`src/rtl/seq_booth_mult_pkg.sv`:
```
// Shared types for the sequential radix-2 Booth multiplier.
// FSM state encoding and Booth recoding pair constants.
package seq_booth_mult_pkg;

    typedef enum logic [1:0] {
        IDLE = 2'd0,
        CALC = 2'd1,
        DONE = 2'd2
    } state_t;

    localparam logic [1:0] BOOTH_NOP0 = 2'b00;
    localparam logic [1:0] BOOTH_ADD  = 2'b01;
    localparam logic [1:0] BOOTH_SUB  = 2'b10;
    localparam logic [1:0] BOOTH_NOP1 = 2'b11;

    localparam int CNT_W = 6;

endpackage

```
`src/rtl/seq_booth_mult_booth_step.sv`:
```
// One radix-2 Booth step: add/subtract/none on the high half,
// then arithmetic shift right of the {hi, lo, q-1} accumulator.
module booth_step
    import seq_booth_mult_pkg::*;
#(
    parameter int M = 16
) (
    input  logic [2*M:0] acc,
    input  logic [M-1:0] a,
    output logic [2*M:0] acc_nxt
);

    logic [M-1:0] hi;
    logic [M-1:0] lo;
    logic [1:0]   pair;
    logic [M:0]   hi_x;
    logic [M:0]   a_x;
    logic [M:0]   sum;

    assign hi   = acc[2*M:M+1];
    assign lo   = acc[M:1];
    assign pair = acc[1:0];
    assign hi_x = {hi[M-1], hi};
    assign a_x  = {a[M-1], a};

    // One guard bit keeps the most-negative multiplicand exact;
    // the shift drops it back into M bits without loss.
    always_comb begin
        sum = hi_x;
        unique case (1'b1)
            (pair == BOOTH_ADD): sum = hi_x + a_x;
            (pair == BOOTH_SUB): sum = hi_x - a_x;
            default:             sum = hi_x;
        endcase
    end

    assign acc_nxt = {sum, lo};

endmodule

```
`src/rtl/seq_booth_mult.sv`:
```
// Sequential radix-2 Booth multiplier with valid/ready handshakes.
// Define SEQ_BOOTH_MULT_UNSIGNED_EN to add the tc (signed select) port.
module seq_booth_mult
    import seq_booth_mult_pkg::*;
#(
    parameter int WIDTH = 16
) (
    input  logic               clk,
    input  logic               rst_n,
`ifdef SEQ_BOOTH_MULT_UNSIGNED_EN
    input  logic               tc,
`endif
    input  logic               in_valid,
    output logic               in_ready,
    input  logic [WIDTH-1:0]   A,
    input  logic [WIDTH-1:0]   B,
    output logic               out_valid,
    input  logic               out_ready,
    output logic [2*WIDTH-1:0] out
);

`ifdef SEQ_BOOTH_MULT_UNSIGNED_EN
    localparam int M = WIDTH + 1;
`else
    localparam int M = WIDTH;
`endif
    localparam logic [CNT_W-1:0] LAST = CNT_W'(M - 1);

    state_t             state_q, state_d;
    logic [CNT_W-1:0]   cnt_q, cnt_d;
    logic [M-1:0]       a_q, a_d;
    logic [2*M:0]       acc_q, acc_d;
    logic [2*WIDTH-1:0] out_q, out_d;
    logic [2*M:0]       acc_nxt;
    logic [M-1:0]       a_ext;
    logic [M-1:0]       b_ext;

`ifdef SEQ_BOOTH_MULT_UNSIGNED_EN
    assign a_ext = {tc & A[WIDTH-1], A};
    assign b_ext = {tc & B[WIDTH-1], B};
`else
    assign a_ext = A;
    assign b_ext = B;
`endif

    booth_step #(.M(M)) u_step (
        .acc     (acc_q),
        .a       (a_q),
        .acc_nxt (acc_nxt)
    );

    always_comb begin
        state_d = state_q;
        cnt_d   = cnt_q;
        a_d     = a_q;
        acc_d   = acc_q;
        out_d   = out_q;
        unique case (state_q)
            IDLE: begin
                if (in_valid) begin
                    a_d     = a_ext;
                    acc_d   = {{M{1'b0}}, b_ext, 1'b0};
                    cnt_d   = '0;
                    state_d = CALC;
                end
            end
            CALC: begin
                acc_d = acc_nxt;
                cnt_d = cnt_q + 1'b1;
                if (cnt_q == LAST) begin
                    // Product lives in acc[2M:1]; keep its low 2*WIDTH bits.
                    out_d   = acc_nxt[2*WIDTH:1];
                    state_d = DONE;
                end
            end
            DONE: begin
                if (out_ready) begin
                    state_d = IDLE;
                end
            end
            default: state_d = IDLE;
        endcase
    end

    always_ff @(posedge clk or negedge rst_n) begin
        if (!rst_n) begin
            state_q <= IDLE;
            cnt_q   <= '0;
            a_q     <= '0;
            acc_q   <= '0;
            out_q   <= '0;
        end else begin
            state_q <= state_d;
            cnt_q   <= cnt_d;
            a_q     <= a_d;
            acc_q   <= acc_d;
            out_q   <= out_d;
        end
    end

    assign in_ready  = (state_q == IDLE);
    assign out_valid = (state_q == DONE);
    assign out       = out_q;

endmodule

```
`config.mk`:
```
export PLATFORM = sky130hd
export DESIGN_NAME = seq_booth_mult
export DESIGN_NICKNAME = d
export VERILOG_FILES = /design/src/rtl/seq_booth_mult_pkg.sv /design/src/rtl/seq_booth_mult_booth_step.sv /design/src/rtl/seq_booth_mult.sv
export SDC_FILE = /design/constraint.sdc
export NUM_CORES = 1
export LEC_CHECK = 0
export ABC_CLOCK_PERIOD_IN_PS = 4660
export CAP_MARGIN = 20
export CELL_PAD_IN_SITES_DETAIL_PLACEMENT = 1
export CELL_PAD_IN_SITES_GLOBAL_PLACEMENT = 2
export CORE_AREA = 3 3 125 127
export DETAILED_ROUTE_END_ITERATION = 8
export DIE_AREA = 0 0 128 130
export PLACE_DENSITY_LB_ADDON = 0.15
export SYNTH_ARGS = -nofsm -noshare
export SYNTH_HDL_FRONTEND = slang
export SYNTH_SLANG_ARGS = --single-unit
```
`constraint.sdc`:
```
create_clock -name clk -period 4.66 [get_ports clk]
set_input_delay 0.699 -clock clk [delete_from_list [all_inputs] [get_ports clk]]
set_output_delay 0.699 -clock clk [all_outputs]
set_load 0.1 [all_outputs]
```
-- Word-level counts from Yosys, hierarchy flattened
Index checks and enable logic that the tools add are counted.
W data, S select, Z words.
- multiplexer cells: 9
- reduce and logical (&&, ||, !) cells: 6
- equality and inequality tests: 8
- $add $sub $neg: 3
- operators by type and width (kind ; number):
    $pmux W33 S2 ; 1
    $pmux W17 S2 ; 1
    $mux W33 ; 1
    $add A16 B16 Y17 ; 1
    $sub A16 B16 Y17 ; 1
    $pmux W6 S2 ; 1
    $add A6 B1 Y6 const B ; 1
    $eq A6 B4 Y1 const B ; 1
    $mux W2 ; 3
    $mux W6 ; 1
    $pmux W2 S3 ; 1
    $reduce_and A2 Y1 ; 3
    $eq A2 B1 Y1 const B ; 2
    $eq A2 B2 Y1 const B ; 2
    $ne A2 B2 Y1 const B ; 2
    $reduce_and A3 Y1 ; 1
    $logic_not A2 Y1 ; 1
    $ne A2 B1 Y1 const B ; 1
    $reduce_bool A2 Y1 ; 1
- input bits: 36
- logic and storage cells: 31
- output and inout port bits: 34
- register bits: 89

-- Depth between registers and ports, before layout
- depth after elaboration: 3
- gate-level depth with buffers: 15
- mapped depth without buffers: 14

-- By module
A second synthesis with hierarchy kept.
- cell total of the unflattened synthesis: 533
- area, all modules: 5300.1 um2
- by module, submodules not included (module ; area each (um2) ; cells an instance ; seq. area each (um2) ; times used):
    seq_booth_mult ; 3786.1 ; 307 ; 2227.1 ; 1
    booth_step ; 1514.0 ; 226 ; 0.0 ; 1

-- Worst setup path after synthesis
No wires, ideal clock.
- kind: register to register
- from: reg a_q[4]
- to: reg acc_q[29]
- buffers on the path: 0
- required time: 4.578 ns
- slack: 1.212 ns
- arrival: 3.366 ns
- cell stages (with the launch flop): 14
- library setup time: 0.082 ns
- clock period less this slack: 3.448 ns
- cells stage by stage: dfrtp_1 or3_1 or3_1 nor4_1 a21oi_1 xnor2_1 ha_1 and3_1 and2_1 a22o_2 a311oi_1 xnor2_1 nand2b_1 a31oi_1
- cells in the longest elaborated chain, start to end: 3
- elaborated cells on any way between the ends: 4
- classes of those cells: 2 x add/sub; 2 x mux
- RTL lines (item ; line ; RTL):
    start, declared ; seq_booth_mult.sv:31 ; logic [M-1:0] a_q, a_d;
    start signal, assigned ; seq_booth_mult.sv:89 ; a_q <= '0;
    start signal, assigned ; seq_booth_mult.sv:95 ; a_q <= a_d;
    $sub A16 B16 Y17 or $add A16 B16 Y17 (tied branches) ; seq_booth_mult_booth_step.sv:32, seq_booth_mult_booth_step.sv:31 ;
    $pmux W17 S2 (*) ; seq_booth_mult_booth_step.sv:30 ; unique case (1'b1)
    $pmux W33 S2 (*) ; seq_booth_mult.sv:58 ; unique case (state_q)
    end signal, assigned ; seq_booth_mult.sv:90 ; acc_q <= '0;
    end signal, assigned ; seq_booth_mult.sv:96 ; acc_q <= acc_d;
    end, declared ; seq_booth_mult.sv:32 ; logic [2*M:0] acc_q, acc_d;
Mark *: on every way between the ends. The rest lies on a longest branch, timed or not.
A chain may end at the register's enable or synchronous reset.

-- Worst setup path in the final report
Ends and elaborated chain as after synthesis.

==> results.txt <==
Layout area overhead: 24.27%
largest area contributor in the netlist: dfrtp_1
Final Max Slew Viols: 0
met2 usage: 25.48%
Worst Hold Class: in2async
Crit Path Class: reg2reg
Initial Utilization: 32.74%
root buffer cell: clkbuf_16
CP peak stage delay: 470 ps
die footprint: 16640 um2
ratio of cells with drive above 1 in the final layout: 5.419%
Mapped Area: 4758 um2
Max-slew headroom: 33.22%
Slowest cell on crit path: nor4_1
worst-skew pair later-pin latency: 350 ps
clock skew: 8.116 ps
Sink Count: 89
antenna violations before repair: 0
Synth area leaders: dfrtp_1 47%, nand2_1 12%, ha_1 5.0%, o21ai_0 4.5%, xnor2_1 3.9%
fillcell total: 1738
synth unique cells: 50
syn nets: 598
Synth Area in Compound Gates: 16.41%
Post-Synth Adder-Cell Area: 5.417%
Clock Path Buffers: 2
TritonCTS buffer count: 9
Routed WL: 12930 um
CTS tree: yes
Critical Path AT: 4140 ps
Synth top area share: 46.81%
WP data required: 4930 ps
Max Fclk: 258.4 MHz
hpwl dp: 9163 um
Post-CTS Resized: 0
CP max FO: 6
pin count of the biggest net entering global routing: 59
H-tree depth: 3
Final Hold Fails: 0
Core ar.: 14530 um2
Nets: 660
Detailed Route Iter0 Violations: 154
GR Util met3: 2.251%
Post-synth EDFFs: 0
grt met1 use: 22.84%
grt ovf: 0
post-synthesis xor/xnor area fraction: 4.233%
Post-Syn Instances: 542
Post-synth ARST share: 100.0%
unrepaired setup endpoints after global routing: false
Port Buffer Count: 69
final worst-path cycle share: 83.06%
chip height: 130 um
GPL Wtd Cong: 0.8436
vias: 4012
post-synthesis sequential area ratio: 46.81%
min Tclk post-route: 3870 ps
antenna-violating nets left: 0
CP Launch Type: flip-flop
vias per inst: 5.059
Total GRT Usage: 16.31%
Horiz. Die Dim: 128 um
row count: 44
CP Buf/Inv Count: 0
# hold bufs at CTS: 0
MaxCap Viol Count: 0
average routed wire per standard cell: 16.30 um
vias in the first global route: 4243
I/O pin cnt: 70
global-route wire length before repair: 21470 um
drt pass-1 iters: 4
Reg clk slew, reported paths: 70 ps
mux share of post-synthesis cell area: 1.946%
status: finished clean
final setup fails: 0
post-route setup TNS: 0 ps
critical path's top delay family: simple AND/OR/NAND/NOR gates
YS warnings: 0
Most used DFF post-synth: dfrtp_1
ANT cells: 0
syn_area_per_cell: 8.779 um2
main combinational cell family by area after synthesis: simple AND/OR/NAND/NOR gates
residual DRC count: 0
Crit. End Element: flip-flop
post-synthesis register bit count: 89
GRT busiest layer: met2
Post-CTS Setup Bufs: 0
worst slew pin tran: 998.5 ps
area share of and/or/nand/nor cells after synthesis: 21.61%
critical-path cell list: or3_1, or3_1, nor4_1, a21oi_1, xnor2_1, ha_1, and3_1, and2_1, a22o_2, a311oi_1, xnor2_1, nand2b_1, a31oi_1
## synth_stat cells, types with 2 or more instances
cell,n
and2_1,3
a211oi_1,3
nor2_1,28
and3_1,6
mux2i_1,7
nand3_1,19
nand2b_1,7
a21o_1,7
o31a_1,3
buf_2,4
or3_1,3
o21ai_1,5
o21ai_0,43
ha_1,19
clkbuf_1,16
nand2_1,147
mux2_2,2
nand4_1,2
o21a_1,6
nor2b_1,5
a211o_1,3
buf_1,3
xor2_1,2
buf_4,2
dfrtp_1,89
xnor2_1,21
nor3_1,8
a22oi_1,15
inv_1,11
buf_6,2
a31oi_1,7
a221o_1,2
a21oi_1,25
## registers in the layout, indices dropped and copies added (netlist names)
register	flops
a_q	16
acc_q	33
cnt_q	6
out	32
state_q	2
## placed cells by master, fill, tap and decap left out, types with 8 or more instances in the layout
| cell | synthesis | layout |
|---|---|---|
| a21oi_1 | 25 | 25 |
| a22oi_1 | 15 | 15 |
| buf_4 | 2 | 10 |
| clkbuf_16 | 0 | 9 |
| clkdlybuf4s50_1 | 0 | 68 |
| dfrtp_1 | 89 | 89 |
| ha_1 | 19 | 19 |
| inv_1 | 11 | 11 |
| nand2_1 | 147 | 147 |
| nand3_1 | 19 | 18 |
| nor2_1 | 28 | 28 |
| nor3_1 | 8 | 8 |
| o21ai_0 | 43 | 43 |
| xnor2_1 | 21 | 21 |
## area by class of cell
cell class	instances	area, um2	area share, %
multi-input combinational	415	2369	40.05
sequential	89	2227	37.66
timing repair buffer	78	755.7	12.78
clock buffer	12	236.5	3.999
tap	184	230.2	3.893
clock inverter	4	53.80	0.9099
inverter	11	41.29	0.6983
## through the flow
| step | hold slack, ps | cell area, um2 | cells | setup WS, ps | utilization, % |
|---|---|---|---|---|---|
| after global placement | 456.3 | 5623 | 777 | 912.5 | 38.69 |
| final | 439.7 | 5913 | 793 | 789.5 | 40.69 |
| after global routing | 503.8 | 5913 | 793 | 516.2 | 40.69 |
| after CTS | 464.6 | 5913 | 793 | 759.8 | 40.69 |
| after floorplan | 403.4 | 4758 | 542 | 1212 | - |
| after detailed placement | 463.3 | 5623 | 777 | 781.1 | 38.69 |
## per-layer routing
layer / routed length [um] / vias up
li1: - / 1983
met1: 6719 / 1947
met2: 5564 / 65
met3: 373 / 17
met4: 272 / 0
met5: 0 / -
## worst reg2reg max path, cell delays in order, from the launching register on
cell and delay [ps]:
dfrtp_1 400, or3_1 430, or3_1 370, nor4_1 470, a21oi_1 160, xnor2_1 160
ha_1 370, and3_1 260, and2_1 170, a22o_2 250, a311oi_1 310, xnor2_1 160
nand2b_1 90, a31oi_1 170
## kinds of logic after synthesis
| group | after synthesis |
|---|---|
| and+or+nand+nor | 236 |
| xor gates and xnor gates | 23 |
| AOI/OAI and AO/OA | 127 |
| DFF | 89 |
| buffers and inverters | 38 |
| adders and majority gates | 20 |
| muxes | 9 |
## path summary, 6_finish.rpt
check,startpoint,slack [ps],end,depth (start not counted)
worst max-delay path,a_q[4]$_DFFE_PN0P_,790,acc_q[29]$_DFFE_PN0P_,13
worst min-delay path,rst_n,440,acc_q[18]$_DFFE_PN0P_,1
worst max register to register,a_q[4]$_DFFE_PN0P_,790,acc_q[29]$_DFFE_PN0P_,13
worst min register to register,out[8]$_DFFE_PN0P_,480,out[8]$_DFFE_PN0P_,2
max in group asynchronous,rst_n,3290,out[6]$_DFFE_PN0P_,2
min in group clk,out[8]$_DFFE_PN0P_,480,out[8]$_DFFE_PN0P_,2
Power is not shown: default switching activity piles up to over one toggle a cycle in this logic, so the estimate is an artifact.
